**src/rtl/pkg_config.sv**
```systemverilog
// pkg_config: shared datapath configuration for the core pipeline.
package pkg_config;
   parameter int DATA_WIDTH = 32;
endpackage

```
**src/rtl/fetch_unit.sv**
```systemverilog
// fetch_unit: owns the PC, issues one word fetch at a time and presents it to decode,
// squashing wrong-path responses (including in-flight ones) on redirect.
module fetch_unit
   import pkg_config::*;
#(
   parameter logic [DATA_WIDTH-1:0] RESET_PC  = 32'h0000_0000,
   parameter logic [31:0]           NOP_INSTR = 32'h0000_0013
) (
   input  logic                  clk_i,
   input  logic                  rst_ni,
   input  logic                  redirect_i,
   input  logic [DATA_WIDTH-1:0] redirect_target_i,
   output logic                  imem_req_o,
   output logic [DATA_WIDTH-1:0] imem_addr_o,
   input  logic                  imem_gnt_i,
   input  logic                  imem_rvalid_i,
   input  logic [31:0]           imem_rdata_i,
   output logic                  if_valid_o,
   input  logic                  if_ready_i,
   output logic [DATA_WIDTH-1:0] if_pc_o,
   output logic [DATA_WIDTH-1:0] if_pc_plus4_o,
   output logic [31:0]           if_instr_o,
   output logic                  misaligned_o,
   output logic [DATA_WIDTH-1:0] misaligned_addr_o
);
   typedef enum logic [1:0] {IDLE, REQ, WAIT, HOLD} state_e;

   state_e                state_q, state_d;
   logic [DATA_WIDTH-1:0] pc_q, pc_d, if_pc_q, if_pc_d, if_pc4_q, if_pc4_d, mis_addr_q, mis_addr_d;
   logic [31:0]           if_instr_q, if_instr_d;
   logic                  kill_q, kill_d, stall_q, stall_d, if_valid_q, if_valid_d, mis_q, mis_d;
   logic                  redir_ok, redir_bad, in_flight;

   always_comb begin
      redir_ok   = redirect_i & ~redirect_target_i[1];
      redir_bad  = redirect_i & redirect_target_i[1];
      in_flight  = (state_q == REQ && imem_gnt_i) || (state_q == WAIT && !imem_rvalid_i);
      state_d    = state_q;
      pc_d       = pc_q;
      kill_d     = kill_q;
      stall_d    = stall_q;
      if_valid_d = if_valid_q;
      if_pc_d    = if_pc_q;
      if_pc4_d   = if_pc4_q;
      if_instr_d = if_instr_q;
      mis_d      = 1'b0;
      mis_addr_d = mis_addr_q;
      case (state_q)
         IDLE: state_d = stall_q ? IDLE : REQ;
         REQ:  state_d = imem_gnt_i ? WAIT : REQ;
         WAIT: begin
            if (imem_rvalid_i && kill_q) begin
               kill_d  = 1'b0;
               state_d = stall_q ? IDLE : REQ;
            end else if (imem_rvalid_i) begin
               if_instr_d = imem_rdata_i;
               if_pc_d    = pc_q;
               if_pc4_d   = pc_q + DATA_WIDTH'(4);
               if_valid_d = 1'b1;
               state_d    = HOLD;
            end
         end
         HOLD: begin
            if (if_ready_i) begin
               if_valid_d = 1'b0;
               pc_d       = pc_q + DATA_WIDTH'(4);
               state_d    = REQ;
            end
         end
      endcase
      // A redirect overrides everything above; an outstanding request is drained under kill.
      if (redirect_i) begin
         if_valid_d = 1'b0;
         if_instr_d = NOP_INSTR;
         kill_d     = in_flight | (kill_q & state_q == WAIT & !imem_rvalid_i);
         stall_d    = redir_bad;
         pc_d       = redir_ok ? {redirect_target_i[DATA_WIDTH-1:2], 2'b00} : pc_q;
         state_d    = in_flight ? WAIT : (redir_ok ? REQ : IDLE);
      end
      if (redir_bad) begin
         mis_d      = 1'b1;
         mis_addr_d = redirect_target_i;
      end
   end

   always_ff @(posedge clk_i or negedge rst_ni) begin
      if (!rst_ni) begin
         state_q    <= IDLE;
         pc_q       <= RESET_PC;
         kill_q     <= 1'b0;
         stall_q    <= 1'b0;
         if_valid_q <= 1'b0;
         if_pc_q    <= RESET_PC;
         if_pc4_q   <= RESET_PC + DATA_WIDTH'(4);
         if_instr_q <= NOP_INSTR;
         mis_q      <= 1'b0;
         mis_addr_q <= '0;
      end else begin
         state_q    <= state_d;
         pc_q       <= pc_d;
         kill_q     <= kill_d;
         stall_q    <= stall_d;
         if_valid_q <= if_valid_d;
         if_pc_q    <= if_pc_d;
         if_pc4_q   <= if_pc4_d;
         if_instr_q <= if_instr_d;
         mis_q      <= mis_d;
         mis_addr_q <= mis_addr_d;
      end
   end

   assign imem_req_o        = state_q == REQ;
   assign imem_addr_o       = pc_q;
   assign if_valid_o        = if_valid_q;
   assign if_pc_o           = if_pc_q;
   assign if_pc_plus4_o     = if_pc4_q;
   assign if_instr_o        = if_instr_q;
   assign misaligned_o      = mis_q;
   assign misaligned_addr_o = mis_addr_q;
endmodule

```
**config.mk**
```make
export PLATFORM = sky130hd
export DESIGN_NAME = fetch_unit
export DESIGN_NICKNAME = d
export VERILOG_FILES = /design/src/rtl/pkg_config.sv /design/src/rtl/fetch_unit.sv
export SDC_FILE = /design/constraint.sdc
export NUM_CORES = 1
export LEC_CHECK = 0
export ABC_CLOCK_PERIOD_IN_PS = 3730
export BUFFER_PORTS_ARGS = -buffer_cell sky130_fd_sc_hd__buf_2
export CAP_MARGIN = 15
export CORE_MARGIN = 2
export CORE_UTILIZATION = 45
export CTS_CLUSTER_DIAMETER = 120
export DETAILED_ROUTE_END_ITERATION = 8
export GPL_ROUTABILITY_DRIVEN = 0
export HOLD_SLACK_MARGIN = 0.03
export PLACE_DENSITY = 0.74
export RECOVER_POWER = 50
export REMOVE_ABC_BUFFERS = 1
export SYNTH_ARGS = -nofsm -noshare
export SYNTH_HDL_FRONTEND = slang
export SYNTH_SLANG_ARGS = --single-unit
```
**constraint.sdc**
```tcl
create_clock -name clk_i -period 3.73 [get_ports clk_i]
set_input_delay 0.5595 -clock clk_i [delete_from_list [all_inputs] [get_ports clk_i]]
set_output_delay 0.5595 -clock clk_i [all_outputs]
set_load 0.01 [all_outputs]
```
; ---- Yosys cells after proc, flatten, opt, wreduce, memory -nomap -nowiden
; Cells that the tools add are included.
[word_totals]
register_bits = 166
latchBits = 0
ramBits = 0
mem_bits_ro = 0
inputBits = 70
word_cells = 71
memories = 0
[classes]
addsub = 1
n_mul = 0
div_mod_pow = 0
magnitude_cmp = 0
eq_ne = 9
shift = 0
mux = 26
bitwise_logic = 7
reduce_logical = 18
[ops]
columns = operator, n
row1 = 32-bit 2-to-1 mux, 8
row2 = "32-bit by 3-bit adder with 32-bit output, second input constant", 1
row3 = 2-bit 2-to-1 mux, 6
row4 = 1-bit 2-to-1 mux, 10
row5 = 2-bit nonzero test, 5
row6 = "3-bit inequality test, second input constant", 3
row7 = 3-bit AND reduction, 3
row8 = 2-bit case mux with 4 select lines, 1
row9 = 1-bit bitwise AND, 4
row10 = "2-bit == test, second input constant", 2
row11 = "4-bit inequality test, second input constant", 1
row12 = 2-bit AND reduction, 2
row13 = 4-bit AND reduction, 1
row14 = 1-bit logical AND, 3
row15 = 3-bit nonzero test, 1
row16 = "2-bit by 1-bit == test with 1-bit output, second input constant", 1
row17 = 2-bit logical NOT, 1
row18 = "2-bit by 1-bit inequality test with 1-bit output, second input constant", 1
row19 = "2-bit inequality test, second input constant", 1
row20 = 1-bit NOT, 2
row21 = 1-bit case mux with 2 select lines, 1
row22 = 1-bit logical NOT, 1
row23 = 1-bit logical OR, 1
row24 = 1-bit OR, 1

; ---- Depth between registers and ports, before layout
[logic_depth]
word_depth = 5
mapped_depth = 7
ltp_nobuf = 5

; ---- Least setup slack after synthesis
; OpenSTA, ideal clock, no wires.
[synth_timing]
kind = register to register
start = reg pc_q[11], in the netlist imem_addr_o[11]
end = reg pc_q[25], in the netlist imem_addr_o[25]
setup_time_ps = 141
arrival_ps = 1806
slack_ps = 1783
stages_incl_launch_ff = 8
n_path_buf = 3
synth_period_minus_slack_ps = 1947
path_cell_list = dfrtp_1 buf_2 nand4_2 or3_1 clkbuf_1 clkbuf_1 o311ai_0 nand3_1
[synth_via]
elab_chain_len = 4
[synth_lines]
columns = item, line
row1 = from (decl), fetch_unit.sv:29  ; logic [DATA_WIDTH-1:0] pc_q, pc_d, if_pc_q, if_pc_d, if_pc4_q, if_pc4_d, mis_addr_q, mis_addr_d;
row2 = from (signal assigned), fetch_unit.sv:100  ; pc_q <= pc_d;
row3 = 32-bit by 3-bit adder with 32-bit output, fetch_unit.sv:66  ; pc_d = pc_q + DATA_WIDTH'(4);
row4 = 32-bit 2-to-1 mux, fetch_unit.sv:64  ; if (if_ready_i) begin
row5 = 32-bit 2-to-1 mux, fetch_unit.sv:48  ; case (state_q)
row6 = 32-bit 2-to-1 mux, fetch_unit.sv:72  ; if (redirect_i) begin
; Every way passes these cells. The select of a mux whose other input is x is not followed.
; A chain may end at the register's enable or synchronous reset.

; ---- Worst setup path after layout
[layout_timing]
start = reg pc_q[6], in the netlist imem_addr_o[6]
end = reg pc_q[20], in the netlist imem_addr_o[20]
; The elaborated chain is that of the path after synthesis.

==> metrics <==
Post-layout nets 1062; YS warnings 0; data arrival time at the worst-slack endpoint 2.79 ns; reg-to-reg setup timing slack 1.26 ns; Worst IR Drop VDD 375 uV; initial cell density of the core 45.8%; I/O Pins 233; drt pass-1 iters 5; instance count after placement with tap cells included 1192; layout overhead on the synthesized area 23.3%; RSZ-0062 raised after global routing false; number of CTS-inserted buffers 17; most used standard cell by instance count after synthesis nand2_1; synthesized netlist cell count 810; busiest layer in global routing met2; power density over the cells 674 mW/mm2; Site Rows 47; status finished with violations; wire length after detailed routing 20.7 mm; routed wire length per instance 16.9 um; Final setup viols 0; data required time at the worst endpoint 4.04 ns; leakage power 4.15 nW; clock latency reported for the late side of the worst-skew pair 0.43 ns; post-detailed-route DRC marker count 0; clock slew seen by the registers of the worst setup and hold paths 0.07 ns; Design Area, Final 0.00932 mm2; sequential share of the synthesized area 53.0%; max-slew violations 102; dominant register cell in the synthesized netlist dfrtp_1; type of the worst setup path flop to flop; unique cell type count in the Yosys netlist 60; die height 134 um; ANT cells 0; area after detailed placement 0.00883 mm2; root cell of the clock tree clkbuf_16; Syn Std Cell Area 0.00756 mm2; global-route wire length before repair 34.1 mm; met2 GRT Util 37.2%; TritonCTS clock tree done; total die area 0.0179 mm2; worst relative slew slack -37.9%; critical path capture point type flop; initial antenna violation count 0; fraction of layout instances using a drive strength above 1 24.1%; top post-synthesis cells by area dfrtp_1 52%, nand2_1 9.2%, mux2_2 4.9%, a21oi_1 3.3%, o21ai_0 3.0%; Yosys reg bits 160; # fillers 1531; final cell count without fillers 1224; total routing usage reported by global routing 24.0%; violated checks capacitance limit, slew limit; number of vias per cell after detailed routing 5.45; global-route met1 utilization 33.8%; number of global-route vias before repair 6404; PostCTS Resize Cnt 0; sink count of the clock tree 160; largest net degree at the start of global routing 72; CP Max Fanout 11; final hold violations 0; mean cell area of the mapped netlist 9.33 um2; horizontal extent of the die 134 um; Hold/Removal Path Class input pin to async pin; Longest Clk Path Bufs 2; PortBufs 226; count of flip-flops with a built-in enable after synthesis 0; most common library cells after synthesis 186 x nand2_1, 156 x dfrtp_1, 59 x clkbuf_1; final worst path period share 66.4%; Detail Route Antenna Nets 0; Overflow after GRT 0; post-CTS repair timing setup buffer count 0; most area-hungry cell type in the Yosys netlist dfrtp_1; overall via count from detail_route 6668; Max-Cap Viols 2; Detailed Place HPWL 14.0 mm; Max Clock Skew 0.0111 ns; maximum frequency from static timing analysis 404 MHz; post-synthesis async set-or-reset flop share 100%; CP startpoint kind flop; first-iteration detailed-routing DRC count 386; top cell type's share of synthesized area 51.6%; Least-Margin Pin Slew 2.07 ns; minimum clock period 2.47 ns; quantity of hold-fixing buffers added after cts 0; H-tree levels 4; fraction of met3 tracks used by global routing 5.94%; area inside the core boundary 0.0165 mm2
-- through the flow --
stage	util [%]	power [W]	setup TNS (ns)	setup slack, ns	hold WS, ns
floorplan	-	0.00364	-202.63	-3.20	0.264
global placement	53.4	0.00451	0	1.29	0.447
detailed placement	53.4	0.00457	0	1.26	0.452
CTS	57.1	0.00638	0	1.30	0.126
global route	56.4	0.00669	0	0.751	0.140
finish	56.4	0.00628	0	1.26	0.103
-- worst max-delay path: stages (launching register included) --
cell	delay, ns
dfrtp_1	0.54
nand4_1	0.54
nor4_1	0.98
a211o_1	0.24
nand3_1	0.06
-- routing by layer --
metal	share of wire (%)	vias up
li1	-	3199
met1	47	3184
met2	45	266
met3	6.9	19
met4	1.0	0
met5	0	-
-- final timing paths --
kind	from	to	cells past startpoint
setup / recovery	imem_addr_o[6]	imem_addr_o[20]	4
hold / removal	rst_ni	if_instr_o[19]	1
setup reg to reg	imem_addr_o[6]	imem_addr_o[20]	4
hold reg to reg	misaligned_addr_o[1]	misaligned_addr_o[1]	1
max in group asynchronous	rst_ni	imem_addr_o[16]	2
min in group clk_i	imem_rdata_i[1]	if_instr_o[1]	3
-- flip-flops by register name, summed over array words and instances, names as in the netlist --
register	count
if_pc_o	30
misaligned_o	1
if_pc_plus4_o	30
stall_q	1
misaligned_addr_o	32
imem_addr_o	30
kill_q	1
state_q	2
if_instr_o	32
if_valid_o	1
-- area by class of cell --
type | instances | area (um2) | share of cell area [%]
clock buffer | 17 | 425 | 4.56
multi-input combinational | 566 | 3240 | 34.7
inverter | 9 | 33.8 | 0.362
tap | 220 | 275 | 2.95
clock inverter | 15 | 184 | 1.97
sequential | 160 | 4010 | 43.0
timing repair buffer | 237 | 1160 | 12.4
-- layout by cell type, fill, tap and decap left out, types with 5 or more instances in the layout --
cell type	n
nand2_1	185
dfrtp_1	156
buf_2	149
clkbuf_1	76
a21oi_1	50
o21ai_0	46
mux2_2	33
nand3_1	33
nor2_1	30
nand4_1	20
and3_1	18
a31oi_1	18
clkbuf_16	17
nor3_1	14
xnor2_1	11
inv_1	8
or3_1	7
nor4_1	7
buf_4	7
and4_1	6
or4_1	6
conb_1	6
clkinvlp_4	6
o211ai_1	5
o31ai_1	5
-- power breakdown --
| part | leakage [nW] | total, W | internal, W | switching (W) |
|---|---|---|---|---|
| clock network | 0.279 | 0.00180 | 0.00106 | 0.000739 |
| registers | 1.95 | 0.00270 | 0.00222 | 0.000480 |
| logic | 1.92 | 0.00179 | 0.000736 | 0.00105 |
| total | 4.15 | 0.00628 | 0.00401 | 0.00227 |
-- logic make-up after synthesis --
logic type               Yosys count  synth area share, %
AND/OR/NAND/NOR                  345                 21.5
XOR/XNOR                          15                 1.74
adder cells (fa/ha/maj)            1                0.165
other                              1               0.0496
flip-flops                       160                 53.0
buffers and inverters             89                 4.91
AO/OA/AOI/OAI                    163                 13.3
multiplexers                      36                 5.31
(Power assumes the default switching activity.)
